--- config.mk ---
export PLATFORM = sky130hd
export DESIGN_NAME = rf_bus_slave
export DESIGN_NICKNAME = d
export VERILOG_FILES = /design/src/rtl/rf_bus_slave.sv
export SDC_FILE = /design/constraint.sdc
export NUM_CORES = 1
export LEC_CHECK = 0
export CORE_ASPECT_RATIO = 2
export CORE_UTILIZATION = 45
export DETAILED_ROUTE_END_ITERATION = 10
export GPL_ROUTABILITY_DRIVEN = 0
export PLACE_DENSITY = 0.85
export SETUP_SLACK_MARGIN = 0.4
export SYNTH_ARGS = -nofsm -noshare
export SYNTH_HDL_FRONTEND = slang
export SYNTH_SLANG_ARGS = --single-unit
--- constraint.sdc ---
create_clock -name clk -period 6.5 [get_ports clk]
set_clock_uncertainty 0.1 [all_clocks]
set_input_delay 0.65 -clock clk [delete_from_list [all_inputs] [get_ports clk]]
set_output_delay 0.65 -clock clk [all_outputs]
set_load 0.1 [all_outputs]
--- src/rtl/rf_bus_slave.sv ---
// ---------------------------------------------------------------------------
// rf_bus_slave
//
// Simple bus slave that fronts a 23-entry register file. A request is taken
// from the bus only while the FSM is idle; writes are turned into a one-cycle
// one-hot write enable, reads go through an external registered read mux, and
// requests to unmapped addresses are answered immediately with an error and
// counted in a saturating error counter.
//
// Register map (register index in brackets):
//   0x0100-0x0109 [0-9], 0x0110-0x0119 [10-19], 0x0120-0x0122 [20-22]
//
// Ports:
//   clk       in   system clock, all state changes on the rising edge
//   reset_n   in   synchronous active-low reset
//   s_sel     in   bus request strobe
//   s_wr      in   request type, 1 = write, 0 = read
//   s_addr    in   [15:0] request address
//   s_din     in   [DW-1:0] write data
//   s_dout    out  [DW-1:0] read data, held until the next read/error reply
//   s_ready   out  one-cycle transaction-complete pulse
//   s_err     out  invalid-address flag, meaningful while s_ready is high
//   rf_wen    out  [22:0] one-hot register write enables
//   rf_wdata  out  [DW-1:0] register write data
//   rf_raddr  out  [15:0] address to the registered read-mux stage
//   rf_rdata  in   [DW-1:0] read-mux output, valid one edge after rf_raddr
//   err_cnt   out  [7:0] saturating count of invalid-address transactions
// ---------------------------------------------------------------------------
module rf_bus_slave #(
  parameter int DW = 64
) (
  input  logic          clk,
  input  logic          reset_n,
  input  logic          s_sel,
  input  logic          s_wr,
  input  logic [15:0]   s_addr,
  input  logic [DW-1:0] s_din,
  output logic [DW-1:0] s_dout,
  output logic          s_ready,
  output logic          s_err,
  output logic [22:0]   rf_wen,
  output logic [DW-1:0] rf_wdata,
  output logic [15:0]   rf_raddr,
  input  logic [DW-1:0] rf_rdata,
  output logic [7:0]    err_cnt
);

  typedef enum logic [2:0] {
    IDLE,
    WR,
    RD0,
    RD1,
    RESP
  } state_t;

  state_t        state;
  state_t        state_nxt;

  logic          addr_valid;
  logic [4:0]    reg_idx;
  logic [22:0]   wen_onehot;

  logic [DW-1:0] dout_nxt;
  logic          ready_nxt;
  logic          err_nxt;
  logic [22:0]   wen_nxt;
  logic [DW-1:0] wdata_nxt;
  logic [15:0]   raddr_nxt;
  logic [7:0]    err_cnt_nxt;

  // Address decode: the map has three banks of 16 slots at 0x0100, 0x0110 and
  // 0x0120, each only partly populated, so the low nibble is range-checked
  // per bank and the bank base index is added to it.
  always_comb begin
    addr_valid = 1'b0;
    reg_idx    = 5'd0;
    if (s_addr[15:8] == 8'h01) begin
      case (s_addr[7:4])
        4'h0: begin
          if (s_addr[3:0] <= 4'd9) begin
            addr_valid = 1'b1;
            reg_idx    = {1'b0, s_addr[3:0]};
          end
        end
        4'h1: begin
          if (s_addr[3:0] <= 4'd9) begin
            addr_valid = 1'b1;
            reg_idx    = 5'd10 + {1'b0, s_addr[3:0]};
          end
        end
        4'h2: begin
          if (s_addr[3:0] <= 4'd2) begin
            addr_valid = 1'b1;
            reg_idx    = 5'd20 + {1'b0, s_addr[3:0]};
          end
        end
        default: begin
        end
      endcase
    end
  end

  assign wen_onehot = 23'd1 << reg_idx;

  // Next-state and next-output logic. The pulse-type outputs (s_ready, s_err,
  // rf_wen) default to low so each is high for exactly one cycle; the data
  // outputs and the error counter default to holding their value.
  always_comb begin
    state_nxt   = state;
    dout_nxt    = s_dout;
    ready_nxt   = 1'b0;
    err_nxt     = 1'b0;
    wen_nxt     = '0;
    wdata_nxt   = rf_wdata;
    raddr_nxt   = rf_raddr;
    err_cnt_nxt = err_cnt;

    case (state)
      IDLE: begin
        if (s_sel) begin
          if (!addr_valid) begin
            // Errors answer on the accepting edge and never touch the
            // register file or the read address.
            ready_nxt   = 1'b1;
            err_nxt     = 1'b1;
            dout_nxt    = '0;
            err_cnt_nxt = (err_cnt == 8'hFF) ? err_cnt : err_cnt + 8'd1;
            state_nxt   = RESP;
          end else if (s_wr) begin
            wen_nxt   = wen_onehot;
            wdata_nxt = s_din;
            state_nxt = WR;
          end else begin
            raddr_nxt = s_addr;
            state_nxt = RD0;
          end
        end
      end
      WR: begin
        ready_nxt = 1'b1;
        state_nxt = RESP;
      end
      RD0: begin
        // Gives the external read mux the edge it needs to register rf_raddr.
        state_nxt = RD1;
      end
      RD1: begin
        dout_nxt  = rf_rdata;
        ready_nxt = 1'b1;
        state_nxt = RESP;
      end
      RESP: begin
        state_nxt = IDLE;
      end
      default: begin
        state_nxt = IDLE;
      end
    endcase
  end

  // State and output registers with synchronous active-low reset.
  always_ff @(posedge clk) begin
    if (!reset_n) begin
      state    <= IDLE;
      s_dout   <= '0;
      s_ready  <= 1'b0;
      s_err    <= 1'b0;
      rf_wen   <= '0;
      rf_wdata <= '0;
      rf_raddr <= 16'h0000;
      err_cnt  <= 8'd0;
    end else begin
      state    <= state_nxt;
      s_dout   <= dout_nxt;
      s_ready  <= ready_nxt;
      s_err    <= err_nxt;
      rf_wen   <= wen_nxt;
      rf_wdata <= wdata_nxt;
      rf_raddr <= raddr_nxt;
      err_cnt  <= err_cnt_nxt;
    end
  end

endmodule
# --- Word-level counts from Yosys, hierarchy flattened ---
# Index checks and enable logic that the tools add are counted.
op_classes:
  bitwise: 3
  muxes: 19
  eq_ne: 9
  reduce_logical: 11
  addsub: 3
  n_lt_le_gt_ge: 2
  n_shift: 1
op_table:
  columns: ["op", "n"]
  rows:
  - ["$mux W64", 2]
  - ["$pmux W64 S2", 1]
  - ["$shl A1 B5 Y23 const A", 1]
  - ["$mux W5", 3]
  - ["$pmux W5 S3", 1]
  - ["$reduce_and A4 Y1", 3]
  - ["$pmux W3 S3", 1]
  - ["$add A8 B1 Y8 const B", 1]
  - ["$eq A8 B1 Y1 const B", 1]
  - ["$eq A8 B8 Y1 const B", 1]
  - ["$eq A3 B2 Y1 const B", 2]
  - ["$mux W3", 2]
  - ["$add A4 B4 Y5 const A", 1]
  - ["$add A5 B4 Y5 const A", 1]
  - ["$mux W1", 5]
  - ["$reduce_and A5 Y1", 1]
  - ["$eq A4 B1 Y1 const B", 1]
  - ["$eq A4 B2 Y1 const B", 1]
  - ["$le A4 B2 Y1 const B", 1]
  - ["$le A4 B4 Y1 const B", 1]
  - ["$logic_not A4 Y1", 1]
  - ["$mux W4", 1]
  - ["$ne A2 B2 Y1 const B", 2]
  - ["$pmux W1 S2", 2]
  - ["8 further kinds", 11]
word_totals:
  wordCells: 56
  input_bits: 148
  out_inout_bits: 177
  reg_bits: 180

# --- Longest topological paths before layout ---
# Gate-level depths: netlist (run 1).
depth:
  ltp_word: 7
  mapped_depth: 9
  mapped_depth_nobuf: 7

# --- Least setup slack after synthesis (run 1) ---
# Ideal clock, no wire load.
synth_timing:
  path_type: "input to register"
  from: "in s_addr[2]"
  to: "reg s_dout[38]"
  arrival_time_ps: 2418
  cell_stages: 9
  path_slack_ps: 3868
  path_cell_list: "inv_1 -> ha_1 -> a21bo_2 -> and3_2 -> o21ai_1 -> buf_2 -> buf_1 -> a21oi_1 -> o21a_1"
synth_via:
  elab_chain_len: 6
  word_cells_on_any_way: 8
synth_lines:
  columns: ["item", "line", "rtl"]
  rows:
  - ["start, declared", "36", "input logic [15:0] s_addr,"]
  - ["$le A4 B2 Y1 / $le A4 B4 Y1 (equally long branches)", "92, 80, 86", null]
  - ["$mux W1, on equally long branches", "92, 80, 86", null]
  - ["$pmux W1 S2 *", "78", "case (s_addr[7:4])"]
  - ["$mux W1 *", "77", "if (s_addr[15:8] == 8'h01) begin"]
  - ["$ne A2 B2 Y1 (no source line) *", null, null]
  - ["$reduce_and A3 Y1 (no source line) *", null, null]
  - ["end signal, assigned", "174", "s_dout <= dout_nxt;"]
  - ["end, declared", "38", "output logic [DW-1:0] s_dout,"]
# Every way passes the cells marked *; elsewhere a longest branch is shown, timed or not.
# A chain may end at the register's enable or synchronous reset.

# --- Worst setup path after layout (run 1) ---
layout_timing:
  from: "in s_addr[2]"
  to: "reg err_cnt[1]"
layout_via:
  elab_chain_len: 6
  word_cells_on_any_way: 8
layout_lines:
  columns: ["item", "line", "rtl"]
  rows:
  - ["$le A4 B2 Y1 / $le A4 B4 Y1 (equally long branches)", "92, 80, 86", null]
  - ["$mux W1, on equally long branches", "92, 80, 86", null]
  - ["$pmux W1 S2 *", "78", null]
  - ["$mux W1 *", "77", null]
  - ["$not A1 Y1 (no source line) *", null, null]
  - ["$reduce_and A4 Y1 (no source line) *", null, null]
  - ["end signal, assigned", "180", "err_cnt <= err_cnt_nxt;"]
  - ["end, declared", "45", "output logic [7:0] err_cnt"]
# Marked as above.

==> results of run 1 <==
-- synth_stat cells (3+ instances only) --
library cell	number
o21a_1	65
o31ai_1	3
nor2b_1	3
o2111ai_1	3
and3_1	68
or4_1	3
a21oi_1	76
ha_1	7
buf_2	9
nand3b_1	3
and2_1	9
nand4_1	6
nor2_1	98
o21ai_0	4
nand3_1	3
buf_1	5
dfxtp_1	180
clkbuf_1	46
nand2_1	75
nand2b_1	3
mux2i_1	73
-- metal layers --
| layer | track usage | vias to the layer above | share of wire |
|---|---|---|---|
| li1 | - | 3309 | - |
| met1 | 0.261 | 3189 | 0.36 |
| met2 | 0.474 | 279 | 0.54 |
| met3 | 0.0670 | 41 | 0.066 |
| met4 | 0.111 | 0 | 0.029 |
| met5 | 0 | - | 0 |
-- where the power goes --
part           internal [mW]  total, mW  switching [mW]
logic                 0.0936      0.166          0.0725
registers               1.10       1.11         0.00283
clock network          0.587       1.01           0.428
total                   1.79       2.29           0.503
-- cell type report --
cell class	count	share of cell area
clock inverters	11	0.0115
clock buffers	20	0.0407
well taps	201	0.0224
flip-flops and latches	180	0.321
repair buffers	331	0.293
multi-input cells	544	0.309
inverters	3	0.00100
-- metrics by stage --
step / setup slack, ns / utilization / cell area (µm²) / std cells / power (mW)
3_3_place_gp: 2.53 / 0.674 / 10600 / 1259 / 1.30
5_1_grt: 2.74 / 0.711 / 11200 / 1290 / 2.36
4_1_cts: 2.94 / 0.711 / 11200 / 1290 / 2.32
6_report: 2.89 / 0.711 / 11200 / 1290 / 2.29
3_5_place_dp: 2.49 / 0.674 / 10600 / 1259 / 1.30
2_1_floorplan: 3.87 / - / 7290 / 788 / 1.19
-- state kept, by name (all words and copies together), names as in the netlist --
name and flops:
state 3, rf_wen 23, rf_raddr 16, s_err 1, s_dout 64, rf_wdata 64, err_cnt 8, s_ready 1
-- final timing paths --
check | start | end | slack, ns
setup reg to reg | state[1]$_SDFFE_PN0P_ | rf_wdata[1]$_SDFFE_PN0P_ | 3.59
hold / removal | rf_raddr[6]$_SDFFE_PN0P_ | rf_raddr[6]$_SDFFE_PN0P_ | 0.36
setup / recovery | s_addr[2] | err_cnt[1]$_SDFFE_PN0P_ | 2.89
hold reg to reg | rf_raddr[6]$_SDFFE_PN0P_ | rf_raddr[6]$_SDFFE_PN0P_ | 0.36
-- critical path: cells and delay by family --
kind                     cells  cell delay [ns]
AND/OR/NAND/NOR              2             0.48
buffers and inverters        3             1.22
adder cells (fa/ha/maj)      1             0.22
AO/OA/AOI/OAI                2             1.06
multiplexers                 1             0.19
-- cell families after synthesis --
group | Yosys count
AOI/OAI and AO/OA | 171
xor gates and xnor gates | 1
and+or+nand+nor | 292
adders and majority gates | 7
DFF | 180
muxes | 73
buffers and inverters | 64
==> impl_metrics.json, run 1 <==
{
  "die_w_um": 92.0,
  "hold_viol": 0,
  "clk_pin_slew_ns": 0.06,
  "avgSynthCellArea_um2": 9.25,
  "fillers": 1206,
  "hpwl_um": 15200,
  "start_util": 0.462,
  "synth_cell_type_count": 58,
  "grt_max_degree": 81,
  "cts_hold_buf": 0,
  "rsz0062_at_grt": "no",
  "crit_chain": "clkdlybuf4s50_1 -> inv_1 -> ha_1 -> and3b_1 -> o21a_1 -> o21ai_4 -> buf_4 -> and3_1 -> mux2i_1",
  "overflow": 0,
  "period_needed_ns": 3.61,
  "startpoint_type": "input port",
  "max_slew.worst_pin.slew_ns": 1.13,
  "synthSimpleGateAreaFrac": 0.201,
  "final_common_cell": "clkdlybuf4s50_1",
  "ctsResizeCount": 0,
  "die_area_um2": 16700,
  "synth_cells": 788,
  "status": "finished, final reports clean",
  "hold_slack_ns": 0.360,
  "root_buffer": "clkbuf_16",
  "worstPathArrival_ns": 3.85,
  "layout-drive-gt1-share": 0.0542,
  "critical_path_class": "in2reg",
  "hold_path_depth": 1,
  "ir_worst_vdd_v": 0.000186,
  "fmax_mhz": 277,
  "clock_latency_ns": 0.42,
  "die_h_um": 182,
  "track_usage": 0.254,
  "avgRoutedWirePerCell_um": 16.7,
  "cts_tree": "built",
  "nets": 1232,
  "layout_common_cells": "clkdlybuf4s50_1 (323), dfxtp_1 (179), nor2_1 (98)",
  "postRouteAntennaNets": 0,
  "avgViaCountPerCell": 5.29,
  "grt_pass1_vias": 6546,
  "synth-compound-area-share": 0.156,
  "num_antenna_cells": 0,
  "ys_seq_area_frac": 0.494,
  "firstDrtPassIters": 5,
  "reg2reg_depth": 6,
  "cpPeakStageDelay_ns": 0.77,
  "synthAdderAreaFrac": 0.0120,
  "grt_antenna_before_repair": 0,
  "num_rows": 65,
  "synth_xor_xnor_area_share": 0.00120,
  "ys_async_sr_fraction": 0,
  "synth-edff-count": 0,
  "numPortBuffers": 324,
  "required_ns": 6.75,
  "leakage_nw": 4.12,
  "register_area_um2": 3600,
  "cts_max_level": 4,
  "syn-num-nets": 943,
  "slew_headroom": 0.245,
  "yosys_register_bits": 180,
  "synth_flop_cell": "dfxtp_1",
  "fin_crit_sh": 0.555,
  "p_per_area_nw_per_um2": 204,
  "syn2layout_area_growth_pct": 53.8,
  "slew_viol_final": 0,
  "yosysTopAreaCell": "dfxtp_1",
  "synth_top_area_frac": 0.494,
  "final.setup.tns_ns": 0,
  "maxCapViolCount": 0,
  "drt-initial-drc-count": 265,
  "crit_fanout": 36,
  "synth.area.mux_share": 0.100,
  "multiInputGateArea_um2": 3470,
  "setup_viol": 0,
  "drc": 0,
  "numCtsBuffers": 17,
  "slowest_stage": "o21ai_4",
  "clock_path_buffers": 2,
  "wirelength_um": 21500,
  "cts_setup_buffers": 0,
  "cts_sinks": 180,
  "hold_path_class": "reg2reg",
  "num_io_pins": 325,
  "core_um2": 15800,
  "synth_top_family_by_area": "simple AND/OR/NAND/NOR gates",
  "vias": 6818,
  "end_kind": "flop",
  "grt_pass1_wl_um": 33500,
  "ys_warn_count": 0,
  "synth_area_um2": 7290,
  "synthTopCellsByArea": "dfxtp_1 (49%), mux2i_1 (10%), o21a_1 (6.7%)"
}
No activity file was read; power rests on OpenSTA's default activity.
==> run 2: changes to the inputs <==
--- a/config.mk
+++ b/config.mk
@@ -6,10 +6,10 @@
 export NUM_CORES = 1
 export LEC_CHECK = 0
 export CORE_ASPECT_RATIO = 2
-export CORE_UTILIZATION = 45
+export CORE_UTILIZATION = 38
 export DETAILED_ROUTE_END_ITERATION = 10
 export GPL_ROUTABILITY_DRIVEN = 0
-export PLACE_DENSITY = 0.85
+export PLACE_DENSITY = 0.77
 export SETUP_SLACK_MARGIN = 0.4
 export SYNTH_ARGS = -nofsm -noshare
 export SYNTH_HDL_FRONTEND = slang
==> constraint.sdc (replaced) <==
create_clock -name clk -period 3.3 [get_ports clk]
set_clock_uncertainty 0.1 [all_clocks]
set_input_delay 0.33 -clock clk [delete_from_list [all_inputs] [get_ports clk]]
set_output_delay 0.33 -clock clk [all_outputs]
set_load 0.1 [all_outputs]
==> run 2 against run 1 <==
  * Worst setup slack got worse by 2.3 ns
  * Critical path type unchanged
  * Via count down 1.1%
  * First-iteration DRC count is 21% lower
  * Die area increased by 18%
  * Critical path depth is the same
  * Largest cell class unchanged
==> impl_metrics.json, run 2 (synthesized netlist as in run 1, its figures left out) <==
{
  "die_area_um2": 19800,
  "slew_viol_final": 0,
  "cts_max_level": 4,
  "drc": 0,
  "slowest_stage": "clkdlybuf4s50_1",
  "overflow": 0,
  "leakage_nw": 4.22,
  "numCtsBuffers": 17,
  "crit_buf_inv": 3,
  "cts_hold_buf": 0,
  "nets": 1242,
  "postRouteAntennaNets": 0,
  "period_needed_ns": 2.68,
  "stdcell_count": 1356,
  "avgRoutedWirePerCell_um": 16.7,
  "final.setup.tns_ns": 0,
  "clock_path_buffers": 2,
  "num_rows": 71,
  "grt_max_degree": 72,
  "die_w_um": 99.9,
  "rsz0062_at_grt": "no",
  "slew_headroom": 0.286,
  "maxCapViolCount": 0,
  "root_buffer": "clkbuf_16",
  "worstPathArrival_ns": 2.86,
  "fmax_mhz": 373,
  "ir_worst_vdd_v": 0.000343,
  "hold_path_class": "reg2reg",
  "fillers": 1636,
  "num_io_pins": 325,
  "top_regs": "rf_wdata (64), s_dout (64), rf_wen (23)",
  "status": "finished, final reports clean",
  "crit_fanout": 64,
  "clk_pin_slew_ns": 0.07,
  "ctsResizeCount": 0,
  "fin_crit_sh": 0.813,
  "cts_setup_buffers": 0,
  "max_slew.worst_pin.slew_ns": 1.07,
  "startpoint_type": "input port",
  "drt-initial-drc-count": 209,
  "end_kind": "flop",
  "hold_path_depth": 1,
  "wirelength_um": 22600,
  "setup_viol": 0,
  "cts_sinks": 180,
  "avgViaCountPerCell": 4.97,
  "hold_slack_ns": 0.362,
  "clock_latency_ns": 0.42,
  "syn2layout_area_growth_pct": 56.5,
  "hpwl_um": 16100,
  "layout-drive-gt1-share": 0.0736,
  "critical_path_class": "in2reg",
  "grt_antenna_before_repair": 1,
  "start_util": 0.387,
  "final_common_cell": "clkdlybuf4s50_1",
  "cts_tree": "built",
  "cpPeakStageDelay_ns": 0.56,
  "die_h_um": 198,
  "vias": 6745,
  "grt_pass1_wl_um": 34200,
  "p_per_area_nw_per_um2": 414,
  "cp.depth": 9,
  "core_um2": 18800,
  "numPortBuffers": 324,
  "crit_chain": "clkdlybuf4s50_1 -> inv_1 -> ha_1 -> a21boi_0 -> o21ai_2 -> a211oi_4 -> buf_12 -> mux2i_1 -> nor2_1",
  "layout_common_cells": "clkdlybuf4s50_1 (313), dfxtp_1 (179), nor2_1 (98)",
  "placed_cells": 1323,
  "hold_viol": 0,
  "p_total_mw": 4.72,
  "crit_family": "buffers and inverters",
  "required_ns": 3.48,
  "firstDrtPassIters": 4,
  "reg2reg_depth": 6,
  "track_usage": 0.224,
  "grt_pass1_vias": 6502
}
==> run 2: where the power goes <==
part,internal [mW],switching [mW]
Clock,1.29,0.918
Combinational,0.187,0.146
Sequential,2.18,0.00587
Total,3.65,1.07
==> run 2: metrics by stage <==
stage | cell area, µm² | worst slack (ns) | util
global route | 11400 | 0.430 | 0.606
floorplan | 7290 | 0.988 | -
global placement | 10800 | 0.265 | 0.572
finish | 11400 | 0.617 | 0.606
detailed placement | 10800 | 0.222 | 0.572
CTS | 11400 | 0.661 | 0.606
==> run 2: area by class of cell <==
| type | instances | area (µm²) | share of cell area |
|---|---|---|---|
| clock inverters | 15 | 214 | 0.0187 |
| clock buffers | 17 | 425 | 0.0373 |
| diodes | 1 | 2.50 | 0.000219 |
| flip-flops and latches | 180 | 3600 | 0.316 |
| well taps | 255 | 319 | 0.0280 |
| inverters | 3 | 11.3 | 0.000987 |
| multi-input cells | 544 | 3470 | 0.304 |
| repair buffers | 341 | 3370 | 0.295 |
==> run 2: worst paths after layout <==
check                       startpoint  slack (ns)                         to
max                          s_addr[2]        0.62  rf_wdata[34]$_SDFFE_PN0P_
min          rf_raddr[15]$_SDFFE_PN0P_        0.36  rf_raddr[15]$_SDFFE_PN0P_
max reg2reg      state[1]$_SDFFE_PN0P_        1.11  rf_wdata[34]$_SDFFE_PN0P_
min reg2reg  rf_raddr[15]$_SDFFE_PN0P_        0.36  rf_raddr[15]$_SDFFE_PN0P_
==> run 2: per-layer routing <==
metal  up-vias  GRT usage  routed length (µm)
met2       236      0.412               12200
li1       3322          -                   -
met4         0      0.121                 798
met3        42     0.0515                1320
met1      3145      0.229                8320
met5         -          0                   0
==> run 3: changes to the inputs <==
==> constraint.sdc (replaced) <==
create_clock -name clk -period 2.35 [get_ports clk]
set_clock_uncertainty 0.1 [all_clocks]
set_input_delay 0.235 -clock clk [delete_from_list [all_inputs] [get_ports clk]]
set_output_delay 0.235 -clock clk [all_outputs]
set_load 0.1 [all_outputs]
==> run 3 against run 2 <==
  * Cell count grew 4.9%
  * Combinational power rose by 62%
  * Critical endpoint is now rf_wdata[15]$_SDFFE_PN0P_
  * Hold slack got worse by 0.30 ns
  * Largest cell class is now buffers
  * Core utilization grew 2.6 points
==> impl_metrics.json, run 3 (synthesized netlist as in run 1, its figures left out) <==
{
  "status": "finished, final reports clean",
  "cts_tree": "built",
  "drc": 0,
  "hold_path_class": "in2reg",
  "die_w_um": 99.9,
  "max_slew.worst_pin.slew_ns": 0.781,
  "sequentialPowerShare": 0.475,
  "crit_family": "buffers and inverters",
  "avgRoutedWirePerCell_um": 16.6,
  "stdcell_count": 1423,
  "clk_pin_slew_ns": 0.07,
  "fmax_mhz": 499,
  "numCtsBuffers": 17,
  "num_rows": 71,
  "cts_sinks": 180,
  "layout_common_cells": "buf_4 (232), dfxtp_1 (172), clkdlybuf4s50_1 (133)",
  "grt_antenna_before_repair": 1,
  "power_switching_mw": 1.45,
  "cp_common_cell": "buf_12",
  "setup_viol": 0,
  "crit_fanout": 8,
  "cts_max_level": 4,
  "ir_worst_vdd_v": 0.000422,
  "grt_pass1_vias": 6807,
  "die_area_um2": 19800,
  "placed_cells": 1368,
  "root_buffer": "clkbuf_16",
  "core_um2": 18800,
  "avgViaCountPerCell": 4.95,
  "slew_headroom": 0.479,
  "p_comb_frac": 0.084,
  "crit_chain": "clkdlybuf4s50_1 -> nor4b_4 -> nand3_4 -> a211oi_4 -> buf_4 -> buf_12 -> buf_12 -> mux2i_4 -> nor2_1",
  "numPortBuffers": 324,
  "switching_share": 0.225,
  "maxCapViolCount": 0,
  "num_io_pins": 325,
  "fin_ws_ns": 0.346,
  "wirelength_um": 23600,
  "rrSetupSlack_ns": 0.37,
  "period_needed_ns": 2.00,
  "die_h_um": 198,
  "overflow": 0,
  "track_usage": 0.235,
  "p_per_area_nw_per_um2": 542,
  "nets": 1309,
  "clock_path_buffers": 2,
  "vias": 7037,
  "required_ns": 2.54,
  "rsz0062_at_grt": "yes",
  "fin_crit_sh": 0.853,
  "slowest_stage": "clkdlybuf4s50_1",
  "leakage_nw": 5.01,
  "syn2layout_area_growth_pct": 63.2,
  "start_util": 0.387,
  "layout-drive-gt1-share": 0.300,
  "grt_max_degree": 72,
  "drt-initial-drc-count": 219,
  "clock_power_share": 0.441,
  "end_kind": "flop",
  "postRouteAntennaNets": 0,
  "slew_viol_final": 0,
  "worstPathArrival_ns": 2.20,
  "critical_path_class": "in2reg",
  "clock_latency_ns": 0.42,
  "hpwl_um": 16600,
  "startpoint_type": "input port",
  "final.setup.tns_ns": 0,
  "top_regs": "rf_wdata (64), s_dout (64), rf_wen (23)",
  "cpPeakStageDelay_ns": 0.44,
  "final_common_cell": "buf_4",
  "grt_pass1_wl_um": 35700,
  "firstDrtPassIters": 4,
  "preCtsSetupSlack_ns": -0.350,
  "hold_viol": 0,
  "crit_buf_inv": 4,
  "p_int_mw": 4.99
}
==> run 3: cell count changes in the layout (fill, tap and decap cells not counted), sizes merged <==
cell,delta
buf,+235
bufinv,-2
clkbuf,+7
clkdlybuf4s15,+1
clkdlybuf4s50,-180
clkinv,+1
dlygate4sd2,+8
inv,-3
==> run 3: repair_timing <==
action                     in CTS  in global routing
gates resized for setup        43                 24
hold buffers                    0                  0
cloned                          3                  1
setup endpoints to repair     177                101
setup buffers                  14                  4
pin swaps                      14                 21
==> run 3: worst min-delay path, cell delays in order <==
cell,delay (ns)
buf_2,0.15
mux2i_1,0.09
nor2_1,0.08
==> run 3: final timing paths <==
kind                        startpoint                        end  cells past startpoint
max reg2reg      state[0]$_SDFFE_PN0P_  rf_wdata[15]$_SDFFE_PN0P_                      8
max                         s_addr[15]  rf_wdata[15]$_SDFFE_PN0P_                      9
min reg2reg  rf_raddr[13]$_SDFFE_PN0P_  rf_raddr[13]$_SDFFE_PN0P_                      1
min                          s_addr[2]   rf_raddr[2]$_SDFFE_PN0P_                      3
==> run 3: cell type report <==
cell class | count | area (µm²)
fill | 1619 | 6940
clock buffer | 21 | 460
multi-input combinational | 544 | 3660
timing repair buffer | 408 | 3700
tap | 255 | 319
inverter | 3 | 18.8
sequential | 180 | 3620
clock inverter | 11 | 124
antenna | 1 | 2.50
==> run 3: power by group through the flow <==
stage               clock network [mW]  registers [mW]  logic (mW)
finish                            2.84            3.06       0.538
global placement                     0            3.13       0.507
CTS                               2.92            3.06       0.526
floorplan                            0            3.17       0.138
detailed placement                   0            3.13       0.512
global route                      3.05            3.06       0.572
==> run 3: routing by layer <==
| metal | vias up | wire [µm] | global-route usage |
|---|---|---|---|
| met4 | 0 | 1110 | 0.131 |
| met3 | 61 | 1160 | 0.0508 |
| li1 | 3467 | - | - |
| met1 | 3272 | 8770 | 0.244 |
| met2 | 237 | 12600 | 0.427 |
| met5 | - | 0 | 0 |
==> run 3: through the flow <==
step / util / power [mW] / cell area (µm²) / hold WS, ns
global route: 0.632 / 6.68 / 11900 / 0.0680
CTS: 0.626 / 6.51 / 11800 / 0.145
detailed placement: 0.579 / 3.65 / 10900 / 0.347
global placement: 0.579 / 3.64 / 10900 / 0.345
floorplan: - / 3.31 / 7430 / 0.276
finish: 0.632 / 6.44 / 11900 / 0.0668
